<file path="config.mk">
export PLATFORM = sky130hd
export DESIGN_NAME = execute_stage_flat
export DESIGN_NICKNAME = d
export VERILOG_FILES = /design/src/rtl/execute_stage_pkg.sv /design/src/rtl/execute_stage_if.sv /design/src/rtl/execute_stage_alu.sv /design/src/rtl/execute_stage.sv /design/src/flat_wrapper.sv
export SDC_FILE = /design/constraint.sdc
export NUM_CORES = 1
export LEC_CHECK = 0
export ABC_AREA = 1
export BUFFER_PORTS_ARGS = -buffer_cell sky130_fd_sc_hd__buf_2
export CAP_MARGIN = 20
export CORE_MARGIN = 4
export CORE_UTILIZATION = 58
export DETAILED_ROUTE_END_ITERATION = 10
export PLACE_DENSITY = 0.85
export SETUP_SLACK_MARGIN = 0.4
export SLEW_MARGIN = 20
export SYNTH_ARGS = -nofsm -noshare
export SYNTH_HDL_FRONTEND = slang
export SYNTH_SLANG_ARGS = --single-unit
</file>
<file path="constraint.sdc">
create_clock -name clk -period 2.74 [get_ports clk]
set_input_delay 0.137 -clock clk [delete_from_list [all_inputs] [get_ports clk]]
set_output_delay 0.137 -clock clk [all_outputs]
set_load 0.01 [all_outputs]
</file>
<file path="src/rtl/execute_stage_pkg.sv">
// Shared CPU definitions: opcodes, ALU function codes, jump conditions,
// condition-code bit positions and the jump-condition evaluator.
package cpu_defs;

  localparam int DATA_W = 8;

  localparam logic [3:0] OP_NOP   = 4'd0;
  localparam logic [3:0] OP_IRMOV = 4'd1;
  localparam logic [3:0] OP_RMMOV = 4'd2;
  localparam logic [3:0] OP_MRMOV = 4'd3;
  localparam logic [3:0] OP_OP    = 4'd4;
  localparam logic [3:0] OP_JXX   = 4'd5;
  localparam logic [3:0] OP_HALT  = 4'd6;

  localparam logic [3:0] FN_ADD = 4'd0;
  localparam logic [3:0] FN_SUB = 4'd1;
  localparam logic [3:0] FN_AND = 4'd2;
  localparam logic [3:0] FN_XOR = 4'd3;
  localparam logic [3:0] FN_OR  = 4'd4;
  localparam logic [3:0] FN_SHL = 4'd5;
  localparam logic [3:0] FN_SHR = 4'd6;
  localparam logic [3:0] FN_MUL = 4'd7;

  localparam logic [3:0] JC_ALWAYS = 4'd0;
  localparam logic [3:0] JC_LE     = 4'd1;
  localparam logic [3:0] JC_LT     = 4'd2;
  localparam logic [3:0] JC_EQ     = 4'd3;
  localparam logic [3:0] JC_NE     = 4'd4;
  localparam logic [3:0] JC_GE     = 4'd5;
  localparam logic [3:0] JC_GT     = 4'd6;

  localparam int CC_ZF = 3;
  localparam int CC_SF = 2;
  localparam int CC_OF = 1;
  localparam int CC_CF = 0;

  typedef enum logic [0:0] {
    ST_IDLE = 1'b0,
    ST_MUL  = 1'b1
  } ex_state_t;

  function automatic logic jump_taken(input logic [3:0] cond, input logic zf,
                                      input logic sf, input logic of);
    logic taken;
    case (cond)
      JC_ALWAYS: taken = 1'b1;
      JC_LE:     taken = zf | (sf ^ of);
      JC_LT:     taken = sf ^ of;
      JC_EQ:     taken = zf;
      JC_NE:     taken = ~zf;
      JC_GE:     taken = ~(sf ^ of);
      JC_GT:     taken = ~zf & ~(sf ^ of);
      default:   taken = 1'b0;
    endcase
    return taken;
  endfunction

endpackage

</file>
<file path="src/rtl/execute_stage_if.sv">
// Decode-to-execute handshake plus the registered E-stage bundle.
interface execute_stage_if #(parameter int DATA_W = 8);

  logic              valid_d;
  logic [3:0]        insCode_d;
  logic [3:0]        fun_d;
  logic [DATA_W-1:0] valA_d;
  logic [DATA_W-1:0] valB_d;
  logic [DATA_W-1:0] valC_d;
  logic [3:0]        dst_d;
  logic [DATA_W-1:0] increPC_d;
  logic              writeReg_d;
  logic              flush;

  logic              stall_e;
  logic              halt_e;
  logic [3:0]        insCode_e;
  logic [DATA_W-1:0] aluE_e;
  logic [DATA_W-1:0] valC_e;
  logic [3:0]        dst_e;
  logic              jmpFlag_e;
  logic [DATA_W-1:0] increPC_e;
  logic              writeReg_e;
  logic              writeAluMem_e;
  logic [3:0]        cc_e;

  modport master (
    output valid_d, insCode_d, fun_d, valA_d, valB_d, valC_d, dst_d,
           increPC_d, writeReg_d, flush,
    input  stall_e, halt_e, insCode_e, aluE_e, valC_e, dst_e, jmpFlag_e,
           increPC_e, writeReg_e, writeAluMem_e, cc_e
  );

  modport slave (
    input  valid_d, insCode_d, fun_d, valA_d, valB_d, valC_d, dst_d,
           increPC_d, writeReg_d, flush,
    output stall_e, halt_e, insCode_e, aluE_e, valC_e, dst_e, jmpFlag_e,
           increPC_e, writeReg_e, writeAluMem_e, cc_e
  );

endinterface

</file>
<file path="src/rtl/execute_stage_alu.sv">
// Single-cycle ALU for functions 0-6; flags returned as {ZF,SF,OF,CF}.
module alu_comb #(
  parameter int DATA_W = 8
) (
  input  logic [3:0]        fun,
  input  logic [DATA_W-1:0] a,
  input  logic [DATA_W-1:0] b,
  output logic [DATA_W-1:0] result,
  output logic [3:0]        flags
);
  import cpu_defs::*;

  localparam int MSB = DATA_W - 1;

  logic [DATA_W:0]   wide_s;
  logic [DATA_W-1:0] res_s;
  logic              of_s;
  logic              cf_s;

  // Result, overflow and carry/borrow/shifted-out bit per function
  always_comb begin
    wide_s = '0;
    res_s  = '0;
    of_s   = 1'b0;
    cf_s   = 1'b0;
    case (fun)
      FN_ADD: begin
        wide_s = {1'b0, a} + {1'b0, b};
        res_s  = wide_s[DATA_W-1:0];
        cf_s   = wide_s[DATA_W];
        of_s   = (a[MSB] == b[MSB]) && (res_s[MSB] != a[MSB]);
      end
      FN_SUB: begin
        wide_s = {1'b0, a} - {1'b0, b};
        res_s  = wide_s[DATA_W-1:0];
        cf_s   = wide_s[DATA_W];
        of_s   = (a[MSB] != b[MSB]) && (res_s[MSB] != a[MSB]);
      end
      FN_AND: res_s = a & b;
      FN_XOR: res_s = a ^ b;
      FN_OR:  res_s = a | b;
      FN_SHL: begin
        res_s = {a[DATA_W-2:0], 1'b0};
        cf_s  = a[MSB];
      end
      FN_SHR: begin
        res_s = {1'b0, a[DATA_W-1:1]};
        cf_s  = a[0];
      end
      default: res_s = '0;
    endcase
  end

  assign result = res_s;
  assign flags  = {(res_s == '0), res_s[MSB], of_s, cf_s};

endmodule

</file>
<file path="src/rtl/execute_stage.sv">
// Execute stage: ALU ops, condition codes, jump resolution and a
// shift-add multiply that stalls decode while it iterates.
module execute_stage #(
  parameter int DATA_W    = cpu_defs::DATA_W,
  parameter int MUL_STEPS = DATA_W
) (
  input  logic           clk,
  input  logic           rst_n,
  execute_stage_if.slave bus
);
  import cpu_defs::*;

  localparam int CNT_W  = $clog2(MUL_STEPS + 1);
  localparam int PROD_W = 2 * DATA_W;

  ex_state_t state_r, state_s;
  logic [CNT_W-1:0]  count_r, count_s;
  logic [PROD_W-1:0] mcand_r, mcand_s;
  logic [PROD_W-1:0] acc_r, acc_s, step_acc_s;
  logic [DATA_W-1:0] mplier_r, mplier_s;
  logic [3:0]        mdst_r, mdst_s;
  logic [DATA_W-1:0] mpc_r, mpc_s;
  logic              mwr_r, mwr_s;

  logic [3:0]        ins_r, ins_s;
  logic [DATA_W-1:0] alu_r, alu_s;
  logic [DATA_W-1:0] valc_r, valc_s;
  logic [3:0]        dst_r, dst_s;
  logic              jmp_r, jmp_s;
  logic [DATA_W-1:0] pc_r, pc_s;
  logic              wreg_r, wreg_s;
  logic              wam_r, wam_s;
  logic [3:0]        cc_r, cc_s;
  logic              halt_r, halt_s;

  logic [DATA_W-1:0] alu_res_s;
  logic [3:0]        alu_cc_s;

  alu_comb #(.DATA_W(DATA_W)) u_alu (
    .fun    (bus.fun_d),
    .a      (bus.valA_d),
    .b      (bus.valB_d),
    .result (alu_res_s),
    .flags  (alu_cc_s)
  );

  assign step_acc_s = mplier_r[0] ? (acc_r + mcand_r) : acc_r;

  // Next-state, multiply datapath and next E bundle; defaults form a bubble
  always_comb begin
    state_s  = state_r;
    count_s  = count_r;
    mcand_s  = mcand_r;
    acc_s    = acc_r;
    mplier_s = mplier_r;
    mdst_s   = mdst_r;
    mpc_s    = mpc_r;
    mwr_s    = mwr_r;
    ins_s    = OP_NOP;
    alu_s    = '0;
    valc_s   = '0;
    dst_s    = 4'd0;
    jmp_s    = 1'b0;
    pc_s     = '0;
    wreg_s   = 1'b0;
    wam_s    = 1'b0;
    cc_s     = cc_r;
    halt_s   = halt_r;
    case (state_r)
      ST_IDLE: begin
        if (bus.valid_d && !bus.flush && !halt_r) begin
          case (bus.insCode_d)
            OP_IRMOV: begin
              ins_s  = OP_IRMOV;
              alu_s  = bus.valC_d;
              valc_s = bus.valC_d;
              dst_s  = bus.dst_d;
              pc_s   = bus.increPC_d;
              wreg_s = bus.writeReg_d;
              wam_s  = 1'b1;
            end
            OP_RMMOV: begin
              ins_s  = OP_RMMOV;
              alu_s  = bus.valA_d;
              valc_s = bus.valC_d;
              dst_s  = bus.dst_d;
              pc_s   = bus.increPC_d;
            end
            OP_MRMOV: begin
              ins_s  = OP_MRMOV;
              alu_s  = bus.valC_d;
              valc_s = bus.valC_d;
              dst_s  = bus.dst_d;
              pc_s   = bus.increPC_d;
              wreg_s = bus.writeReg_d;
            end
            OP_OP: begin
              if (bus.fun_d == FN_MUL) begin
                state_s  = ST_MUL;
                count_s  = '0;
                acc_s    = '0;
                mcand_s  = {{DATA_W{1'b0}}, bus.valA_d};
                mplier_s = bus.valB_d;
                mdst_s   = bus.dst_d;
                mpc_s    = bus.increPC_d;
                mwr_s    = bus.writeReg_d;
              end else begin
                ins_s  = OP_OP;
                alu_s  = alu_res_s;
                valc_s = bus.valC_d;
                dst_s  = bus.dst_d;
                pc_s   = bus.increPC_d;
                wreg_s = bus.writeReg_d;
                wam_s  = 1'b1;
                cc_s   = alu_cc_s;
              end
            end
            OP_JXX: begin
              ins_s  = OP_JXX;
              valc_s = bus.valC_d;
              dst_s  = bus.dst_d;
              jmp_s  = jump_taken(bus.fun_d, cc_r[CC_ZF], cc_r[CC_SF], cc_r[CC_OF]);
              pc_s   = jmp_s ? bus.valC_d : bus.increPC_d;
            end
            OP_HALT: halt_s = 1'b1;
            default: ins_s = OP_NOP;
          endcase
        end else begin
          ins_s = OP_NOP;
        end
      end
      ST_MUL: begin
        if (bus.flush) begin
          state_s = ST_IDLE;
        end else begin
          acc_s    = step_acc_s;
          mcand_s  = {mcand_r[PROD_W-2:0], 1'b0};
          mplier_s = {1'b0, mplier_r[DATA_W-1:1]};
          count_s  = count_r + CNT_W'(1);
          // Last step: the product is complete in step_acc_s this cycle
          if (count_r == CNT_W'(MUL_STEPS - 1)) begin
            state_s = ST_IDLE;
            ins_s   = OP_OP;
            alu_s   = step_acc_s[DATA_W-1:0];
            dst_s   = mdst_r;
            pc_s    = mpc_r;
            wreg_s  = mwr_r;
            wam_s   = 1'b1;
            cc_s    = {(step_acc_s[DATA_W-1:0] == '0), step_acc_s[DATA_W-1], 1'b0,
                       (step_acc_s[PROD_W-1:DATA_W] != '0)};
          end else begin
            state_s = ST_MUL;
          end
        end
      end
      default: state_s = ST_IDLE;
    endcase
  end

  // State, multiply registers and registered E bundle with synchronous reset
  always_ff @(posedge clk) begin
    if (!rst_n) begin
      state_r  <= ST_IDLE;
      count_r  <= '0;
      mcand_r  <= '0;
      acc_r    <= '0;
      mplier_r <= '0;
      mdst_r   <= 4'd0;
      mpc_r    <= '0;
      mwr_r    <= 1'b0;
      ins_r    <= OP_NOP;
      alu_r    <= '0;
      valc_r   <= '0;
      dst_r    <= 4'd0;
      jmp_r    <= 1'b0;
      pc_r     <= '0;
      wreg_r   <= 1'b0;
      wam_r    <= 1'b0;
      cc_r     <= 4'b1000;
      halt_r   <= 1'b0;
    end else begin
      state_r  <= state_s;
      count_r  <= count_s;
      mcand_r  <= mcand_s;
      acc_r    <= acc_s;
      mplier_r <= mplier_s;
      mdst_r   <= mdst_s;
      mpc_r    <= mpc_s;
      mwr_r    <= mwr_s;
      ins_r    <= ins_s;
      alu_r    <= alu_s;
      valc_r   <= valc_s;
      dst_r    <= dst_s;
      jmp_r    <= jmp_s;
      pc_r     <= pc_s;
      wreg_r   <= wreg_s;
      wam_r    <= wam_s;
      cc_r     <= cc_s;
      halt_r   <= halt_s;
    end
  end

  assign bus.stall_e       = (state_r == ST_MUL);
  assign bus.halt_e        = halt_r;
  assign bus.insCode_e     = ins_r;
  assign bus.aluE_e        = alu_r;
  assign bus.valC_e        = valc_r;
  assign bus.dst_e         = dst_r;
  assign bus.jmpFlag_e     = jmp_r;
  assign bus.increPC_e     = pc_r;
  assign bus.writeReg_e    = wreg_r;
  assign bus.writeAluMem_e = wam_r;
  assign bus.cc_e          = cc_r;

endmodule

</file>
<file path="src/flat_wrapper.sv">
// flat-port wrapper written by rule: the top's interface ports become plain ports
module execute_stage_flat import cpu_defs::*;
#(
  parameter int DATA_W    = cpu_defs::DATA_W,
  parameter int MUL_STEPS = DATA_W
)
  (clk, rst_n, bus_valid_d, bus_insCode_d, bus_fun_d, bus_valA_d, bus_valB_d, bus_valC_d, bus_dst_d, bus_increPC_d, bus_writeReg_d, bus_flush, bus_stall_e, bus_halt_e, bus_insCode_e, bus_aluE_e, bus_valC_e, bus_dst_e, bus_jmpFlag_e, bus_increPC_e, bus_writeReg_e, bus_writeAluMem_e, bus_cc_e);
  execute_stage_if #(.DATA_W(DATA_W)) bus_i ();
  input  logic clk;
  input  logic rst_n;
  input wire logic [$bits(bus_i.valid_d)-1:0] bus_valid_d;
  input wire logic [$bits(bus_i.insCode_d)-1:0] bus_insCode_d;
  input wire logic [$bits(bus_i.fun_d)-1:0] bus_fun_d;
  input wire logic [$bits(bus_i.valA_d)-1:0] bus_valA_d;
  input wire logic [$bits(bus_i.valB_d)-1:0] bus_valB_d;
  input wire logic [$bits(bus_i.valC_d)-1:0] bus_valC_d;
  input wire logic [$bits(bus_i.dst_d)-1:0] bus_dst_d;
  input wire logic [$bits(bus_i.increPC_d)-1:0] bus_increPC_d;
  input wire logic [$bits(bus_i.writeReg_d)-1:0] bus_writeReg_d;
  input wire logic [$bits(bus_i.flush)-1:0] bus_flush;
  output wire logic [$bits(bus_i.stall_e)-1:0] bus_stall_e;
  output wire logic [$bits(bus_i.halt_e)-1:0] bus_halt_e;
  output wire logic [$bits(bus_i.insCode_e)-1:0] bus_insCode_e;
  output wire logic [$bits(bus_i.aluE_e)-1:0] bus_aluE_e;
  output wire logic [$bits(bus_i.valC_e)-1:0] bus_valC_e;
  output wire logic [$bits(bus_i.dst_e)-1:0] bus_dst_e;
  output wire logic [$bits(bus_i.jmpFlag_e)-1:0] bus_jmpFlag_e;
  output wire logic [$bits(bus_i.increPC_e)-1:0] bus_increPC_e;
  output wire logic [$bits(bus_i.writeReg_e)-1:0] bus_writeReg_e;
  output wire logic [$bits(bus_i.writeAluMem_e)-1:0] bus_writeAluMem_e;
  output wire logic [$bits(bus_i.cc_e)-1:0] bus_cc_e;
  assign bus_i.valid_d = bus_valid_d;
  assign bus_i.insCode_d = bus_insCode_d;
  assign bus_i.fun_d = bus_fun_d;
  assign bus_i.valA_d = bus_valA_d;
  assign bus_i.valB_d = bus_valB_d;
  assign bus_i.valC_d = bus_valC_d;
  assign bus_i.dst_d = bus_dst_d;
  assign bus_i.increPC_d = bus_increPC_d;
  assign bus_i.writeReg_d = bus_writeReg_d;
  assign bus_i.flush = bus_flush;
  assign bus_stall_e = bus_i.stall_e;
  assign bus_halt_e = bus_i.halt_e;
  assign bus_insCode_e = bus_i.insCode_e;
  assign bus_aluE_e = bus_i.aluE_e;
  assign bus_valC_e = bus_i.valC_e;
  assign bus_dst_e = bus_i.dst_e;
  assign bus_jmpFlag_e = bus_i.jmpFlag_e;
  assign bus_increPC_e = bus_i.increPC_e;
  assign bus_writeReg_e = bus_i.writeReg_e;
  assign bus_writeAluMem_e = bus_i.writeAluMem_e;
  assign bus_cc_e = bus_i.cc_e;
  execute_stage #(.DATA_W(DATA_W), .MUL_STEPS(MUL_STEPS)) u_core (.clk(clk), .rst_n(rst_n), .bus(bus_i));
endmodule
</file>
---- After elaboration in Yosys (flattened, before gate mapping) ----
Index checks and enable logic that the tools add are counted.
storage, ports and cells
  bits in registers ....................... 98
  latch bits .............................. 0
  RAM bits ................................ 0
  memory bits (read-only) ................. 0
  bits of input ports ..................... 49
  output and inout port bits .............. 41
  logic and storage cells ................. 156
  memories ................................ 0
cells by class
  $add $sub $neg .......................... 4
  multipliers ............................. 0
  divide/modulo/power cells ............... 0
  $lt $le $gt $ge ......................... 0
  eq/ne operators ......................... 24
  shift operators ......................... 0
  muxes and demuxes ....................... 79
  bitwise gates (word level) .............. 12
  reduce and logical (&&, ||, !) cells .... 19
operator list
  kind                                           count
  2-to-1 mux 16 bit                              9
  2-to-1 mux 8 bit                               14
  one-hot mux 16 bit (2 select lines)            2
  one-hot mux 8 bit (2 select lines)             4
  2-to-1 mux 4 bit                               15
  one-hot mux 8 bit (7 select lines)             1
  one-hot mux 8 bit (3 select lines)             2
  one-hot mux 4 bit (2 select lines)             5
  == test 4 x 3 -> 1 bit, second input constant  8
  one-hot mux 4 bit (5 select lines)             1
  adder 16 bit                                   1
  == test 4 x 2 -> 1 bit, second input constant  4
  zero test 8 bit                                2
  2-to-1 mux 1 bit                               16
  one-hot mux 1 bit (2 select lines)             6
  adder 8 x 8 -> 9 bit                           1
  subtractor 8 x 8 -> 9 bit                      1
  AND 8 bit                                      1
  == test 4 x 1 -> 1 bit, second input constant  2
  != test 2 bit, second input constant           4
  bitwise OR 8 bit                               1
  AND reduction 4 bit                            2
  nonzero test 8 bit                             1
  OR reduction 4 bit                             2
  other kinds (19)                               33

---- Depth between registers and ports, before layout ----
  depth in word-level cells ............... 11
  gate-level depth with buffers ........... 17

---- Cells and area by module ----
A second synthesis with hierarchy kept.
unflattened totals
  cell total of the unflattened synthesis .. 1,030
  area, all modules ....................... 6,503.7 um^2
modules (own cells, without submodules)
  module         instances  cells each  area each (um^2)
  execute_stage  1          759         5,048.6
  alu_comb       1          271         1,455.1

---- Least setup slack after synthesis ----
No wires, ideal clock.
  path type ............................... register -> register
  start ................................... reg u_core.acc_r[0]
  end ..................................... reg u_core.cc_r[3], in the netlist u_core.bus.cc_e[3]
  data arrival time ....................... 1.846 ns
  slack ................................... 0.782 ns
  stages on the path, launching flop included .. 12
  path buffers ............................ 0
  path through ............................ dfxtp_1 > ha_1 > fa_1 > nand3_1 > nand3_1 > xnor2_1 > o21ai_0 > nor2_1 > nand4_1 > o21ai_1 > nand2_1 > nand2_1
on the way
  word-level cells in the longest chain between the ends .. 6
ends and longest elaborated chain
  what                                  line                  text
  start, declared                       execute_stage.sv:19   logic [PROD_W-1:0] acc_r, acc_s, step_acc_s;
  start signal, assigned                execute_stage.sv:185  acc_r <= acc_s;
  adder 16 bit                          execute_stage.sv:47   assign step_acc_s = mplier_r[0] ? (acc_r + mcand_r) : acc_r;
  2-to-1 mux 16 bit *                   execute_stage.sv:47
  zero test 8 bit *                     execute_stage.sv:149  cc_s = {(step_acc_s[DATA_W-1:0] == '0), step_acc_s[DATA_W-1], 1'b0,
  2-to-1 mux 4 bit *                    execute_stage.sv:141  if (count_r == CNT_W'(MUL_STEPS - 1)) begin
  2-to-1 mux 4 bit *                    execute_stage.sv:133  if (bus.flush) begin
  one-hot mux 4 bit (2 select lines) *  execute_stage.sv:69   case (state_r)
  end signal, assigned                  execute_stage.sv:198  cc_r <= cc_s;
  end, declared                         execute_stage.sv:33   logic [3:0] cc_r, cc_s;
Mark *: on every way between the ends. The rest lies on a longest branch, timed or not. The select of a mux whose other input is x is not followed.
A chain may end at the register's enable or synchronous reset.

---- Worst setup path in the final report ----
  start ................................... reg u_core.acc_r[2]
  end ..................................... reg u_core.cc_r[2], in the netlist u_core.bus.cc_e[2]
on the way
  word-level cells in the longest chain between the ends .. 5
ends and longest elaborated chain
  what                                line
  adder 16 bit                        execute_stage.sv:47
  2-to-1 mux 16 bit                   execute_stage.sv:47
  2-to-1 mux 4 bit                    execute_stage.sv:141
  2-to-1 mux 4 bit                    execute_stage.sv:133
  one-hot mux 4 bit (2 select lines)  execute_stage.sv:69
Every way passes these cells. The select of a mux whose other input is x is not followed.

==> results.yml <==
clock_network:
  clk_latency_ns: 0.39
  cts-buffers-inserted: 9
  clock_path_buffers: 2
  cts_sinks: 97
  root_buffer: "clkbuf_8"
  tritoncts: "done"
  cts.clk_slew.worst_paths_ns: 0.10
  cts-htree-levels: 3
floorplanning:
  ios: 90
  num_rows: 37
  die_x_microns: 112
  core_sq_um: 10400
  die_h_microns: 112
  start_util: 0.601
  die_area_sq_um: 12500
routing:
  wire_per_inst_microns: 14.7
  first_pass_iters: 6
  vias_per_cell: 5.57
  totalWireLength_microns: 17500
  routed-via-count: 6605
  route.detailed.drc: 0
  ant_nets: 0
  dr.first_iter.drc_count: 766
worst_setup_path:
  r2r_start: "u_core.acc_r[2]$_SDFFE_PN0P_"
  reg2reg_slack_ns: 0.56
  cp.arrival_ns: 2.51
  rr_endpoint: "u_core.bus.cc_e[2]$_SDFFE_PN0P_"
  start_kind: "flip-flop"
  critical_path_class: "reg2reg"
  r2r_cells: 9
  cp-end-kind: "flip-flop"
  worstPathRequired_ns: 3.06
  cp_max_fo: 7
global_route:
  grt_pass1_wl_microns: 28300
  first_global_vias: 5883
  grt_usage: 0.274
  overflow: 0
  grt_max_degree: 33
  antenna_found_initial: 0
sta:
  finalCriticalPeriod_ns: 2.18
  final_hold_viol_count: 0
  fin_tns_setup_ns: 0
  fmax_mhz: 458
  fin_skew_ns: 0.0149
  setup_viol: 0
  finalCritPeriodShare: 0.797
  slew_violations: 0
  rsz0062_at_grt: "no"
  tightest_slew_ns: 0.512
  max_slew_margin: 0.655
cells_and_area:
  n_antenna_cell: 0
  fin_area_sq_um: 7020
  final_layout_size_suffix_gt1_frac: 0.139
  syn_to_final_growth_pct: 12.1
  nets: 1137
placement:
  gp_congestion: 0.993
  dp_hpwl_microns: 13400
  port_buffers: 88
  placed_cell_area_sq_um: 6770
power_and_ir_drop:
  power.leakage_uw: 0.00342
  powerDensity_nw_per_um2: 389
  ir_drop_mv: 0.295
run:
  drv_cap: 0
synth:
  async_reset_ff_frac: 0
  synth-edff-count: 0
  synth_cell_types: 43
  synth_area_sq_um: 6260
  synthCells: 963
  synth-seq-cells: 97
  synth_nets: 1056
  synthFlopType: "dfxtp_1"
  avgSynthCellArea_sq_um: 6.50
  yosysSeqAreaShare: 0.310
  synth_warnings: 0
worst_hold_path:
  hold-path-cell-count: 3
  hold_path.class: "in2reg"
  hold_start: "bus_dst_d[0]"
  hold_end: "u_core.bus.dst_e[0]$_SDFF_PN0_"
run_status:
  status: "complete, no violations"
-- cell type report --
type | instances | area [sq um]
inverter | 135 | 510
timing repair buffer | 99 | 531
tap | 136 | 170
sequential | 97 | 1940
clock inverter | 7 | 76.3
multi-input combinational | 702 | 3660
fill | 929 | 3400
clock buffer | 9 | 124
-- report_power, final --
group	switching [uW]	internal, uW
sequential	2.12	1410
combinational	245	121
clock	591	360
total	838	1890
-- cell usage in the layout, fill, tap and decap left out, types with 2 or more instances in the layout --
master         synthesis  layout
nand2_1              251     251
inv_1                129     128
dfxtp_1               97      97
buf_2                  7      88
nor2_1                86      85
o21ai_0               82      82
a21oi_1               75      75
nand3_1               52      52
ha_1                  41      41
o22ai_1               22      22
a31oi_1               15      15
nand4_1               14      14
or2_2                 12      12
nor3_1                11      11
clkbuf_8               0       9
buf_4                  5       8
inv_2                  6       6
xnor2_1                6       6
o211ai_1               4       4
inv_6                  0       4
nor2_2                 2       3
xor2_1                 3       3
dlygate4sd3_1          1       3
nor2_4                 2       2
nor3_4                 2       2
mux2i_1                2       2
o21ai_1                2       2
and3_1                 2       2
nand2_2                2       2
fa_1                   3       2
clkinv_8               0       2
-- metal layers --
metal | part of all wire | vias to the layer above | track usage | wire (microns)
met5 | 0 | - | 0 | 0
met4 | 0.023 | 0 | 0.0925 | 401
met3 | 0.10 | 41 | 0.0467 | 1770
met2 | 0.44 | 333 | 0.424 | 7740
met1 | 0.43 | 2942 | 0.388 | 7550
li1 | - | 3289 | - | -
-- critical path, cell delays in order (launching register included) --
cell     delay (ns)
dfxtp_1        0.35
ha_1           0.41
or2_2          0.34
nand3_1        0.09
nand2_1        0.10
xnor2_1        0.14
nand2_1        0.05
o21ai_0        0.16
or2_2          0.33
a31oi_1        0.15
-- cell families (layout without fill, tap and decap cells) --
| logic type | count (synthesis) | in the layout | synth area share |
|---|---|---|---|
| AO/OA/AOI/OAI | 206 | 206 | 0.178 |
| XOR/XNOR | 9 | 9 | 0.0126 |
| adder cells (fa/ha/maj) | 44 | 44 | 0.0916 |
| buffers and inverters | 164 | 250 | 0.105 |
| flip-flops | 97 | 97 | 0.310 |
| multiplexers | 2 | 2 | 0.00320 |
| other | 1 | 1 | 0.000599 |
| AND/OR/NAND/NOR | 440 | 440 | 0.299 |
-- worst max-delay path by stage --
stage          cells past startpoint                         start  slack, ns                               to
2_1_floorplan                     11  u_core.acc_r[0]$_SDFFE_PN0P_       0.78  u_core.bus.cc_e[3]$_SDFFE_PN1P_
3_3_place_gp                      16                 bus_valA_d[2]       0.43  u_core.bus.aluE_e[7]$_SDFF_PN0_
3_5_place_dp                      16                 bus_valA_d[2]       0.42  u_core.bus.aluE_e[7]$_SDFF_PN0_
4_1_cts                           11  u_core.acc_r[0]$_SDFFE_PN0P_       0.53  u_core.bus.cc_e[3]$_SDFFE_PN1P_
5_1_grt                            9  u_core.acc_r[2]$_SDFFE_PN0P_       0.42  u_core.bus.cc_e[2]$_SDFFE_PN0P_
6_report                           9  u_core.acc_r[2]$_SDFFE_PN0P_       0.56  u_core.bus.cc_e[2]$_SDFFE_PN0P_
-- registers in the layout, indices dropped and copies added (netlist names) --
signal and count:
u_core.bus.aluE_e 8, u_core.mcand_r 16, u_core.bus.jmpFlag_e 1, u_core.bus.writeAluMem_e 1, u_core.bus.cc_e 4, u_core.bus.writeReg_e 1, u_core.count_r 4, u_core.bus.insCode_e 3
u_core.acc_r 16, u_core.mdst_r 4, u_core.mwr_r 1, u_core.bus.increPC_e 8, u_core.bus.valC_e 8, u_core.bus.halt_e 1, u_core.bus.stall_e 1, u_core.mpc_r 8
u_core.bus.dst_e 4, u_core.mplier_r 8
-- synthesized netlist by cell type (all sizes together) (2+ instances only) --
cell,n,area [sq um]
nand2,253,955
inv,135,507
dfxtp,97,1940
nor2,90,358
o21ai,85,429
a21oi,76,384
nand3,52,260
ha,41,513
o22ai,22,138
a31oi,15,93.8
nand4,15,100
buf,14,87.6
clkbuf,14,53.8
nor3,14,97.6
or2,12,75.1
xnor2,6,52.6
o211ai,4,30.0
fa,3,60.1
xor2,3,26.3
and3,2,12.5
mux2i,2,20.0
-- stage by stage --
stage	setup WS (ns)	std cells	power, uW	util	hold slack (ns)
6_report	0.557	1185	2730	0.674	0.0124
2_1_floorplan	0.782	963	1680	-	0.266
3_3_place_gp	0.429	1165	1800	0.650	0.382
5_1_grt	0.417	1185	2840	0.674	0.0114
3_5_place_dp	0.421	1165	1800	0.650	0.386
4_1_cts	0.527	1184	2730	0.672	0.000893
-- what timing repair did --
item,4_1_cts,5_1_grt
hold buffers,3,0
setup buffers,0,1
setup endpoints to repair,0,8
resized for setup,0,3
hold endpoints to repair,3,0
(Power assumes the default switching activity.)
